===== src/rtl/prog_load_pkg.sv =====
// Shared types and constants for the instruction-memory upgrade loader.
// Optional checksum trailer support is selected with PROG_LOAD_CHECKSUM_EN.
package prog_load_pkg;

    typedef enum logic [2:0] {
        S_IDLE,
        S_LEN_LO,
        S_LEN_HI,
        S_DATA,
        S_WRITE,
`ifdef PROG_LOAD_CHECKSUM_EN
        S_CHK,
`endif
        S_DONE,
        S_ERR
    } state_t;

    localparam int LEN_BYTES       = 2;
    localparam int BYTES_PER_WORD  = 4;
    localparam int TIMEOUT_CYC_DEF = 1000000;

    // Width of a counter that must be able to hold the value cyc.
    function automatic int to_width(input int cyc);
        return $clog2(cyc + 1);
    endfunction

    localparam int TO_W = to_width(TIMEOUT_CYC_DEF);

endpackage


===== src/rtl/byte_word_asm.sv =====
// Assembles little-endian bytes into 32-bit words. word holds the last
// complete word until the next one finishes; word_ready flags the byte
// that completes a word.
module byte_word_asm
    import prog_load_pkg::*;
(
    input  logic        clk,
    input  logic        rstn,
    input  logic        clr,
    input  logic        in_valid,
    input  logic [7:0]  in_byte,
    output logic        word_ready,
    output logic [31:0] word
);

    localparam int IDX_W = $clog2(BYTES_PER_WORD);
    localparam logic [IDX_W-1:0] IDX_LAST = IDX_W'(BYTES_PER_WORD - 1);

    logic [IDX_W-1:0] byte_idx;
    logic [23:0]      shift_r;

    assign word_ready = in_valid && (byte_idx == IDX_LAST);

    // Shift earlier bytes down so the first byte lands in the low lane.
    always_ff @(posedge clk or negedge rstn) begin
        if (!rstn) begin
            byte_idx <= '0;
            shift_r  <= '0;
            word     <= '0;
        end else if (clr) begin
            byte_idx <= '0;
            shift_r  <= '0;
        end else if (in_valid) begin
            if (word_ready) begin
                word     <= {in_byte, shift_r};
                byte_idx <= '0;
            end else begin
                shift_r  <= {in_byte, shift_r[23:8]};
                byte_idx <= byte_idx + IDX_W'(1);
            end
        end
    end

endmodule


===== src/rtl/prog_load_ctrl.sv =====
// Upgrade-port sequencer: UART byte frame -> instruction ROM word writes.
// Frame: LEN_LO, LEN_HI, LEN*4 data bytes (+ XOR trailer byte when
// PROG_LOAD_CHECKSUM_EN is defined).
//
// state   | meaning
// IDLE    | CPU owns memory, waiting for start_i
// LEN_LO  | waiting for word-count low byte
// LEN_HI  | waiting for word-count high byte, then range check
// DATA    | collecting bytes of the current word
// WRITE   | one-cycle memory write of the assembled word
// CHK     | waiting for checksum trailer (feature build only)
// DONE    | load succeeded, hand memory back
// ERR     | load aborted (bad length, timeout or checksum)
module prog_load_ctrl
    import prog_load_pkg::*;
#(
    parameter int ADDR_W      = 14,
    parameter int MAX_WORDS   = 16384,
    parameter int TIMEOUT_CYC = TIMEOUT_CYC_DEF
) (
    input  logic              clk,
    input  logic              rstn,
    input  logic              start_i,
    input  logic              rx_valid_i,
    input  logic [7:0]        rx_data_i,
    output logic              upg_rst_o,
    output logic              upg_wen_o,
    output logic [ADDR_W-1:0] upg_adr_o,
    output logic [31:0]       upg_dat_o,
    output logic              upg_done_o,
    output logic              busy_o,
    output logic              err_o
);

    localparam int TW = to_width(TIMEOUT_CYC);
    localparam logic [TW-1:0] TO_LAST = TW'(TIMEOUT_CYC - 1);
    localparam logic [16:0]   MAX_LEN = 17'(MAX_WORDS);

    state_t state, state_nxt;

    logic [15:0]       len_r;
    logic [15:0]       word_idx;
    logic [TW-1:0]     to_cnt;
    logic [ADDR_W-1:0] adr_r;
    logic              rst_r, done_r, err_r;

    logic        asm_valid, asm_clr, word_ready;
    logic [31:0] word;
    logic [15:0] len_full;
    logic        len_bad, last_word, to_active, timed_out;

`ifdef PROG_LOAD_CHECKSUM_EN
    logic [7:0] sum_r;
    logic       sum_ok;
    assign sum_ok    = (rx_data_i == sum_r);
    assign to_active = (state == S_LEN_LO) || (state == S_LEN_HI) ||
                       (state == S_DATA)   || (state == S_CHK);
`else
    assign to_active = (state == S_LEN_LO) || (state == S_LEN_HI) ||
                       (state == S_DATA);
`endif

    assign len_full  = {rx_data_i, len_r[7:0]};
    assign len_bad   = (len_full == 16'd0) || ({1'b0, len_full} > MAX_LEN);
    assign last_word = ((word_idx + 16'd1) == len_r);
    assign timed_out = to_active && !rx_valid_i && (to_cnt == TO_LAST);
    // A byte landing during a non-final WRITE is the next word's byte 0.
    assign asm_valid = rx_valid_i &&
                       ((state == S_DATA) || ((state == S_WRITE) && !last_word));
    assign asm_clr   = (state == S_IDLE) && start_i;

    byte_word_asm u_asm (
        .clk        (clk),
        .rstn       (rstn),
        .clr        (asm_clr),
        .in_valid   (asm_valid),
        .in_byte    (rx_data_i),
        .word_ready (word_ready),
        .word       (word)
    );

    assign upg_wen_o  = (state == S_WRITE);
    assign upg_adr_o  = adr_r;
    assign upg_dat_o  = word;
    assign upg_rst_o  = rst_r;
    assign upg_done_o = done_r;
    assign err_o      = err_r;
    assign busy_o     = (state != S_IDLE);

    // State register.
    always_ff @(posedge clk or negedge rstn) begin
        if (!rstn) state <= S_IDLE;
        else       state <= state_nxt;
    end

    // Next-state decode; a timeout overrides any other transition.
    always_comb begin
        state_nxt = state;
        case (state)
            S_IDLE:   if (start_i)    state_nxt = S_LEN_LO;
            S_LEN_LO: if (rx_valid_i) state_nxt = S_LEN_HI;
            S_LEN_HI: if (rx_valid_i) state_nxt = len_bad ? S_ERR : S_DATA;
            S_DATA:   if (word_ready) state_nxt = S_WRITE;
            S_WRITE: begin
                if (last_word) begin
`ifdef PROG_LOAD_CHECKSUM_EN
                    // A trailer arriving during the final write is checked at once.
                    if (rx_valid_i) state_nxt = sum_ok ? S_DONE : S_ERR;
                    else            state_nxt = S_CHK;
`else
                    state_nxt = S_DONE;
`endif
                end else begin
                    state_nxt = S_DATA;
                end
            end
`ifdef PROG_LOAD_CHECKSUM_EN
            S_CHK:    if (rx_valid_i) state_nxt = sum_ok ? S_DONE : S_ERR;
`endif
            S_DONE:   state_nxt = S_IDLE;
            S_ERR:    state_nxt = S_IDLE;
            default:  state_nxt = S_IDLE;
        endcase
        if (timed_out) state_nxt = S_ERR;
    end

    // Length, word counter, address, timeout and status flags.
    always_ff @(posedge clk or negedge rstn) begin
        if (!rstn) begin
            len_r    <= '0;
            word_idx <= '0;
            to_cnt   <= '0;
            adr_r    <= '0;
            rst_r    <= 1'b1;
            done_r   <= 1'b0;
            err_r    <= 1'b0;
        end else begin
            case (state)
                S_IDLE: begin
                    if (start_i) begin
                        rst_r    <= 1'b0;
                        done_r   <= 1'b0;
                        err_r    <= 1'b0;
                        word_idx <= '0;
                        len_r    <= '0;
                    end
                end
                S_LEN_LO: if (rx_valid_i) len_r[7:0]  <= rx_data_i;
                S_LEN_HI: if (rx_valid_i) len_r[15:8] <= rx_data_i;
                S_WRITE:  word_idx <= word_idx + 16'd1;
                S_DONE: begin
                    done_r <= 1'b1;
                    rst_r  <= 1'b1;
                end
                S_ERR: begin
                    err_r  <= 1'b1;
                    rst_r  <= 1'b1;
                    done_r <= 1'b0;
                end
                default: ;
            endcase
            if ((state == S_DATA) && word_ready) adr_r <= word_idx[ADDR_W-1:0];
            if (to_active && !rx_valid_i) to_cnt <= to_cnt + TW'(1);
            else                          to_cnt <= '0;
        end
    end

`ifdef PROG_LOAD_CHECKSUM_EN
    // Running XOR of every data byte in the current load.
    always_ff @(posedge clk or negedge rstn) begin
        if (!rstn)          sum_r <= '0;
        else if (asm_clr)   sum_r <= '0;
        else if (asm_valid) sum_r <= sum_r ^ rx_data_i;
    end
`endif

endmodule


===== config.mk =====
export PLATFORM = sky130hd
export DESIGN_NAME = prog_load_ctrl
export DESIGN_NICKNAME = d
export VERILOG_FILES = /design/src/rtl/prog_load_pkg.sv /design/src/rtl/byte_word_asm.sv /design/src/rtl/prog_load_ctrl.sv
export SDC_FILE = /design/constraint.sdc
export NUM_CORES = 1
export LEC_CHECK = 0
export ABC_AREA = 1
export CAP_MARGIN = 25
export CORE_MARGIN = 3
export CORE_UTILIZATION = 40
export DETAILED_ROUTE_END_ITERATION = 12
export HOLD_SLACK_MARGIN = 0.1
export PLACE_DENSITY_LB_ADDON = 0.12
export SYNTH_ARGS = -nofsm -noshare
export SYNTH_HDL_FRONTEND = slang
export SYNTH_SLANG_ARGS = --single-unit

===== constraint.sdc =====
create_clock -name clk -period 3 [get_ports clk]
set_clock_uncertainty 0.1 [all_clocks]
set_input_delay 0.6 -clock clk [delete_from_list [all_inputs] [get_ports clk]]
set_output_delay 0.6 -clock clk [all_outputs]
set_load 0.02 [all_outputs]

======== After elaboration in Yosys (flattened, before gate mapping) ========
Cells that the tools add are included.
operators by class
  add/subtract/negate cells ............... 3
  bitwise gates (word level) .............. 1
  muxes and demuxes ....................... 24
  shift-type cells ........................ 0
  $lt $le $gt $ge ......................... 1
  reductions and logical operators ........ 33
  $mul .................................... 0
  eq/ne operators ......................... 17
  divide/modulo/power cells ............... 0
operators by type and width
  kind                                                                    number
  24-bit two-way mux                                                      3
  16-bit case mux with 2 select lines                                     1
  8-bit case mux with 2 select lines                                      2
  3-bit two-way mux                                                       7
  20-bit by 1-bit adder with 20-bit output, second input constant         1
  20-bit equality test, second input constant                             1
  20-bit two-way mux                                                      1
  16-bit by 1-bit adder with 16-bit output, second input constant         1
  16-bit equality test                                                    1
  16-bit by 15-bit > comparator with 1-bit output, second input constant  1
  16-bit zero test                                                        1
  16-bit two-way mux                                                      1
  3-bit case mux with 5 select lines                                      1
  3-bit inequality test, second input constant                            4
  2-bit nonzero test                                                      6
  2-bit AND reduction                                                     5
  3-bit equality test, second input constant                              3
  3-bit AND reduction                                                     3
  8-bit two-way mux                                                       1
  2-bit inequality test, second input constant                            4
  1-bit logical AND                                                       7
  3-bit by 2-bit equality test with 1-bit output, second input constant   2
  2-bit two-way mux                                                       3
  3-bit nonzero test                                                      2
  other kinds (12)                                                        17
storage, ports and cells
  output and inout port bits .............. 51
  bits in writable memories ............... 0
  bits of input ports ..................... 12
  register bits ........................... 130
  bits in latches ......................... 0
  ROM bits ................................ 0
  memories ................................ 0

======== Logic depth before layout (Yosys ltp) ========
Gate-level depths: netlist (run 1).
  depth after elaboration ................. 10
  depth in mapped cells ................... 20
  gate-level depth less buffers ........... 19

======== Cells and area by module ========
Synthesis (run 1) repeated with hierarchy kept, for this count alone.
unflattened totals
  cells, all modules ...................... 775
  area, all modules ....................... 6341.1 sq um
modules (own cells, without submodules)
  module          seq. area each (sq um)  cells an instance  times used  area each (sq um)
  prog_load_ctrl  1803.0                  518                1           3953.8
  byte_word_asm   1451.4                  257                1           2387.3

======== Least setup slack after synthesis (run 1) ========
OpenSTA, ideal clock, no wires.
  path kind ............................... reg-to-reg
  start point ............................. register word_idx[0]
  end point ............................... register u_asm.shift_r[10]
  clock period less this slack ............ 2.240 ns
  data arrival time ....................... 2.024 ns
  slack ................................... 0.760 ns
  buffers on the path ..................... 1
  cell stages (with the launch flop) ...... 18
  cells stage by stage .................... dfrtp_1 ha_1 or2_2 nand3_1 nand2_1 nor2_1 nand2_1 inv_1 nand2_1 nor2_1 nand3_1 nand2_2 nand2_4 nand2_4 nand2_4 buf_2 nand3_1 nand2_1
on the way
  longest elaborated chain between the ends .. 9
  elaborated cells between the ends (all ways) .. 10
  those cells by class .................... add/sub: 1; eq/ne: 2; reduce/logical: 7
ends and longest elaborated chain
  item                                          line                   source
  from (decl)                                   prog_load_ctrl.sv:42   logic [15:0] word_idx;
  from (signal assigned)                        prog_load_ctrl.sv:150  S_WRITE: word_idx <= word_idx + 16'd1;
  16-bit by 1-bit adder with 16-bit output (*)  prog_load_ctrl.sv:65   assign last_word = ((word_idx + 16'd1) == len_r);
  16-bit equality test (*)                      prog_load_ctrl.sv:65
  1-bit zero test (*)                           prog_load_ctrl.sv:69   ((state == S_DATA) || ((state == S_WRITE) && !last_word));
  1-bit logical AND (*)                         prog_load_ctrl.sv:69
  1-bit logical OR (*)                          prog_load_ctrl.sv:69
  1-bit logical AND (*)                         prog_load_ctrl.sv:68   assign asm_valid = rx_valid_i &&
  1-bit logical AND                             byte_word_asm.sv:22    assign word_ready = in_valid && (byte_idx == IDX_LAST);
  2-bit inequality test (no source line)        -
  2-bit AND reduction (no source line) (*)      -
  to (signal assigned)                          byte_word_asm.sv:38    shift_r <= {in_byte, shift_r[23:8]};
  to (decl)                                     byte_word_asm.sv:20    logic [23:0] shift_r;
Every way passes the cells marked *; elsewhere a longest branch is shown, timed or not.
A chain may end at the register's enable or synchronous reset.

======== Worst setup path in the final report (run 1) ========
  start point ............................. register word_idx[0]
  end point ............................... register u_asm.word[2]
on the way
  longest elaborated chain between the ends .. 8
ends and longest elaborated chain
  item                                          line                  source
  16-bit by 1-bit adder with 16-bit output (*)  prog_load_ctrl.sv:65
  16-bit equality test (*)                      prog_load_ctrl.sv:65
  1-bit zero test (*)                           prog_load_ctrl.sv:69
  1-bit logical AND (*)                         prog_load_ctrl.sv:69
  1-bit logical OR (*)                          prog_load_ctrl.sv:69
  1-bit logical AND (*)                         prog_load_ctrl.sv:68
  1-bit logical AND                             byte_word_asm.sv:22
  3-bit AND reduction (no source line) (*)      -
  to (signal assigned)                          byte_word_asm.sv:35   word <= {in_byte, shift_r};
  to (decl)                                     byte_word_asm.sv:13   output logic [31:0] word
Marks and branches as above.

==> metrics.txt, run 1 <==
clock transition at the registers of the reported paths 0.06 ns; CP max stage delay 0.41 ns; global-route wire length before repair 25500 um; Area Growth Syn to Fin 24.7%; yosys synthesis warning count 0; Die Y-Extent 131 um; CP Launch Type flop; top cell type's share of synthesized area 51.8%; WP data required 3.25 ns; I/O pin cnt 63; Hold Path Cell Cnt 1; Setup TNS 0 ns; # diodes 0; clock root buffer clkbuf_16; port bufs 62; area leader, netlist dfrtp_1; Worst setup EP type flop; CP max-delay cell dfrtp_2; Cell Count, Final, Fillers Out 1045; final WL 14900 um; FP Rows 44; global router's overall resource usage 19.0%; Placer Congestion 0.879; RSZ-0062 raised after global routing no; WL per Instance 14.3 um; Initial Util 41.9%; Mapped Area 6230 sq um; worst r2r path cells 18; CP arrival 2.95 ns; DP Cell Count 1006; Tot Pwr 6.86 mW; Final WS setup 0.306 ns; starting DRC count in detailed routing 442; P per Cell Area 883 nW/um^2; FF+latch count, synth 130; CTS Sinks 130; FMAX 371 MHz; clock tree buffer depth 2; synth top area cells dfrtp_1 (52%), nand2_1 (14%), nand3_1 (6.8%), inv_1 (5.5%), o21ai_0 (4.7%); Place WS 0.198 ns; # DRC 0; number of CTS-inserted buffers 17; CTS H-tree depth 4; Final Hold Fails 0; antenna violations before repair 0; TritonRoute pass-1 iters 5; Syn Inst Count 772; cell mode on critical path nand2_1; critical path cell sequence ha_1 -> nand2_1 -> nor2_4 -> nand3_1 -> nand2_1 -> nand2_1 -> nand2_1 -> inv_1 -> nand2_1 -> nor2_1 -> nand3_1 -> nand2_2 -> nand2_4 -> nand3_4 -> buf_4 -> inv_1 -> nand2_1 -> nand2_1; core area 14900 sq um; Via density 5.15; clk_lat worst skew 0.42 ns; dpl hpwl 10800 um; total grt overflow 0; fraction of layout cells with a size suffix above 1 8.36%; Slew HR 55.0%; Slew Limit Fails 0; Synth Net Count 787; vias in the first global route 5276; Die X 131 um; utilization after layout 52.2%; critical-path maximum fanout 8; Post-DRT Antenna Nets 0; period utilization 89.8%; largest net degree at the start of global routing 88; CTS tree done; Hold Path Class reg2reg; proportion of synthesized chip area in sequential cells 52.3%; Finish-stage setup viols 0; Syn Area/Cell 8.07 sq um; full die area 17100 sq um; Layout fillers 1395; Setup CP Type reg2reg; via count 5378; # Max-Cap Violations 0; Worst Tran Pin Value 0.674 ns; worst vdd ir 0.414 mV; status finished clean; nets 863; Static Leak 3.74 nW; synth unique cells 41; minimum clock period 2.69 ns
-- routing by layer --
layer  routed length (um)  global-route usage (%)
met3                  713                    4.27
met1                 7080                    26.1
met4                  311                    8.05
met5                    0                       0
met2                 6810                    28.9
-- Yosys cell counts (all sizes together) --
library cell	number
nand2	239
dfstp	1
ha	3
and3	1
xor3	1
buf	13
xor2	4
xnor3	1
dfrtp	129
nor2	47
a2bb2oi	1
o21ai	74
nand4	11
clkinv	1
mux2	3
nor3b	1
inv	92
nor3	15
nand3	85
o211ai	2
or2	2
a31oi	2
nor4	5
a21oi	13
xnor2	2
o22ai	7
o221ai	1
a22o	1
o21bai	1
nand3b	2
clkbuf	12
-- worst max-delay path: cells and delay by family, from the launching register on --
family | cells | cell delay, ns
simple gates | 14 | 1.51
buf+inv | 3 | 0.42
flops | 1 | 0.41
fa+ha+maj | 1 | 0.19
-- where the power goes --
group | internal (mW) | total (mW) | switching, mW
Sequential | 2.21 | 2.50 | 0.292
Combinational | 0.879 | 2.27 | 1.39
Clock | 1.33 | 2.09 | 0.764
Total | 4.41 | 6.86 | 2.45
-- worst paths after layout --
kind	end	slack [ns]	start
setup / recovery	u_asm.word[2]$_DFFE_PN0P_	0.31	word_idx[0]$_DFFE_PN0P_
hold / removal	to_cnt[0]$_DFF_PN0_	0.37	to_cnt[0]$_DFF_PN0_
setup reg to reg	u_asm.word[2]$_DFFE_PN0P_	0.31	word_idx[0]$_DFFE_PN0P_
hold reg to reg	to_cnt[0]$_DFF_PN0_	0.37	to_cnt[0]$_DFF_PN0_
max in group asynchronous	upg_rst_o$_DFFE_PN1P_	1.64	rstn
min in group asynchronous	upg_adr_o[0]$_DFFE_PN0P_	0.45	rstn
-- layout by cell type (no fill, tap or decap), types with 4 or more instances in the layout --
| master | instances |
|---|---|
| nand3_1 | 84 |
| o21ai_0 | 58 |
| clkinv_2 | 4 |
| o21ai_1 | 16 |
| nor4_1 | 5 |
| inv_1 | 92 |
| clkdlybuf4s50_1 | 61 |
| xor2_1 | 4 |
| nand2_1 | 232 |
| a21oi_1 | 13 |
| clkbuf_16 | 17 |
| nor3_1 | 15 |
| o22ai_1 | 7 |
| nand4_1 | 11 |
| buf_4 | 16 |
| nor2_1 | 42 |
| dfrtp_1 | 127 |
-- cell families (layout without fill, tap and decap cells) --
kind of cell / after synthesis / in the layout / share of synthesized area (%)
xor gates and xnor gates: 8 / 8 / 1.59
DFF: 130 / 130 / 52.3
and+or+nand+nor: 408 / 409 / 28.7
muxes: 3 / 3 / 0.542
buffers and inverters: 118 / 206 / 7.62
adders and majority gates: 3 / 3 / 0.603
AOI/OAI and AO/OA: 102 / 102 / 8.68
-- sequential cells by signal (all words and copies together), names as in the netlist, 2 cells and up --
register / count
state: 3
u_asm.shift_r: 24
u_asm.word: 32
u_asm.byte_idx: 2
upg_adr_o: 14
to_cnt: 20
word_idx: 16
len_r: 16
-- final cells by class --
class | instances | area [sq um] | area share [%]
flip-flops and latches | 130 | 3260 | 41.9
multi-input cells | 525 | 2530 | 32.5
repair buffers | 81 | 801 | 10.3
clock buffers | 19 | 443 | 5.70
inverters | 93 | 349 | 4.49
well taps | 184 | 230 | 2.96
clock inverters | 13 | 160 | 2.06
-- metrics by stage --
step                      cell area (sq um)  hold slack, ns
final                                  7770           0.365
after global routing                   7770           0.397
after CTS                              7690           0.372
after detailed placement               7070           0.322
after global placement                 7070           0.324
after floorplan                        6230           0.204
-- timing repair --
item | in CTS | in global routing
endpoints found under the hold margin | 5 | 0
hold buffers | 1 | 0
endpoints found under the setup margin | 0 | 50
gates resized for setup | 0 | 4
buffers inserted | 0 | 5
(Power assumes the default switching activity.)
==> run 2, diff against run 1 <==
CORE_UTILIZATION = 45   (was 40)
SLEW_MARGIN = 5   (was unset)
==> metrics.txt, run 2 (synthesis results as in run 1) <==
P per Cell Area 899 nW/um^2; Slew Limit Fails 0; vias in the first global route 5011; max reg flops 32; worst r2r path cells 15; # DRC 0; most frequent cells in the layout nand2_1 (232), dfrtp_1 (129), inv_1 (92); Setup CP Type reg2reg; R2R Path End u_asm.shift_r[2]$_DFFE_PN0P_; Hold Path Cell Cnt 1; Initial Util 46.5%; clk_lat worst skew 0.42 ns; via count 5347; number of CTS-inserted buffers 17; Final Hold Fails 0; Die Y-Extent 124 um; most common cell after layout, fill and taps aside nand2_1; met1 Use GR 27.8%; Static Leak 3.72 nW; I/O pin cnt 63; grt met2 use 32.6%; critical path cell sequence nand2_1 -> nor2_2 -> nand2_1 -> nand3b_1 -> nand2_1 -> nand2_1 -> nand2_1 -> nor2_1 -> nand3_1 -> nand2_2 -> nand2_4 -> nand3_4 -> buf_4 -> nand3_1 -> nand2_1; Via density 5.19; Hold Path Class reg2reg; CP max stage delay 0.43 ns; clock root buffer clkbuf_16; Hold Path End to_cnt[0]$_DFF_PN0_; Reg2Reg Setup Slack 0.27 ns; port bufs 62; CP arrival 2.94 ns; met3 Use GR 4.81%; largest net degree at the start of global routing 82; TritonRoute pass-1 iters 5; worst r2r src word_idx[5]$_DFFE_PN0P_; critical-path maximum fanout 16; global router's overall resource usage 20.5%; clock transition at the registers of the reported paths 0.06 ns; CTS tree done; Post-DRT Antenna Nets 0; Setup TNS 0 ns; Min-Delay Startpoint to_cnt[0]$_DFF_PN0_; full die area 15300 sq um; cell mode on critical path nand2_1; dpl hpwl 10600 um; FP Rows 42; final WL 15000 um; Die X 124 um; Placer Congestion 0.902; worst vdd ir 0.599 mV; biggest regs u_asm.word: 32 flops, u_asm.shift_r: 24 flops, to_cnt: 20 flops; CTS H-tree depth 4; RSZ-0062 raised after global routing no; global-route wire length before repair 24400 um; Worst Tran Pin Value 0.690 ns; Area Growth Syn to Fin 24.2%; CP max-delay cell dfrtp_1; WL per Instance 14.5 um; DP Cell Count 998; hold_ws 0.355 ns; Worst setup EP type flop; CP Launch Type flop; Buf/Inv on CP 1; clock tree buffer depth 2; nets 858; # diodes 0; CP top delay family simple AND/OR/NAND/NOR gates; FMAX 367 MHz; Top reg by flops u_asm.word; Cell Count, Final, Fillers Out 1031; antenna violations before repair 0; Layout fillers 1240; WP data required 3.21 ns; # Max-Cap Violations 0; starting DRC count in detailed routing 414; Slew HR 53.8%; Finish-stage setup viols 0; total grt overflow 0; period utilization 90.9%; CTS Sinks 130; core area 13400 sq um; Setup Fix Bufs, Post-CTS 0; gr busiest metal met2; status finished clean; minimum clock period 2.73 ns; fraction of layout cells with a size suffix above 1 7.60%
[run 2: cell types whose count changed in the layout (fill, tap and decap cells not counted), moves of 2 or more]
cell,change
buf_4,-4
clkinv_2,-3
clkinvlp_4,+2
dfrtp_1,+2
dfrtp_2,-2
[run 2: metrics by stage]
step           setup slack (ns)  instance area (sq um)  power [mW]  utilization, %
6_report                  0.273                   7730        6.95            57.7
5_1_grt                  0.0565                   7730        7.42            57.7
4_1_cts                   0.275                   7710        6.98            57.5
3_5_place_dp              0.314                   7060        4.76            52.7
3_3_place_gp              0.393                   7060        4.70            52.7
2_1_floorplan             0.760                   6230        3.93               -
[run 2: worst reg2reg max path: stages, from the launching register on]
cell and delay, ns:
dfrtp_1 0.43, nand2_1 0.13, nor2_2 0.28, nand2_1 0.21
nand3b_1 0.24, nand2_1 0.11, nand2_1 0.05, nand2_1 0.07
nor2_1 0.04, nand3_1 0.11, nand2_2 0.09, nand2_4 0.13
nand3_4 0.21, buf_4 0.28, nand3_1 0.10, nand2_1 0.06
[run 2: worst max-delay path by stage]
stage	from	to	cells after the start	slack, ns
2_1_floorplan	word_idx[0]$_DFFE_PN0P_	u_asm.shift_r[10]$_DFFE_PN0P_	17	0.76
3_3_place_gp	word_idx[0]$_DFFE_PN0P_	u_asm.shift_r[12]$_DFFE_PN0P_	17	0.39
3_5_place_dp	word_idx[0]$_DFFE_PN0P_	u_asm.shift_r[13]$_DFFE_PN0P_	17	0.31
4_1_cts	state[1]$_DFFE_PN0P_	upg_wen_o	5	0.28
5_1_grt	word_idx[5]$_DFFE_PN0P_	u_asm.shift_r[2]$_DFFE_PN0P_	15	0.06
6_report	word_idx[5]$_DFFE_PN0P_	u_asm.shift_r[2]$_DFFE_PN0P_	15	0.27
[run 2: what timing repair did]
action                                 in CTS  in global routing
hold buffers                                1                  0
setup endpoints to repair                   0                 12
resized for setup                           0                  2
endpoints found under the hold margin       8                  0
[run 2: power by group]
group	total, mW	switching (mW)	internal [mW]
combinational	2.27	1.40	0.868
sequential	2.49	0.281	2.21
clock	2.20	0.768	1.43
total	6.95	2.45	4.50
[run 2: layout make-up]
type	instances	area (sq um)	area share [%]
repair buffers	76	751	9.71
well taps	176	220	2.85
inverters	93	349	4.51
clock buffers	19	453	5.86
flip-flops and latches	130	3250	42.1
multi-input cells	525	2530	32.7
clock inverters	12	181	2.35
[run 2: per-layer routing]
metal / vias up / wire [um]
met2: 155 / 6940
met5: - / 0
li1: 2646 / -
met3: 23 / 924
met1: 2523 / 6870
met4: 0 / 214
==> run 3, diff against run 2 <==
CTS_CLUSTER_SIZE = 30   (was unset)
==> results of run 3 <==
Final layout, timing and power as in run 2 (identical DEF).
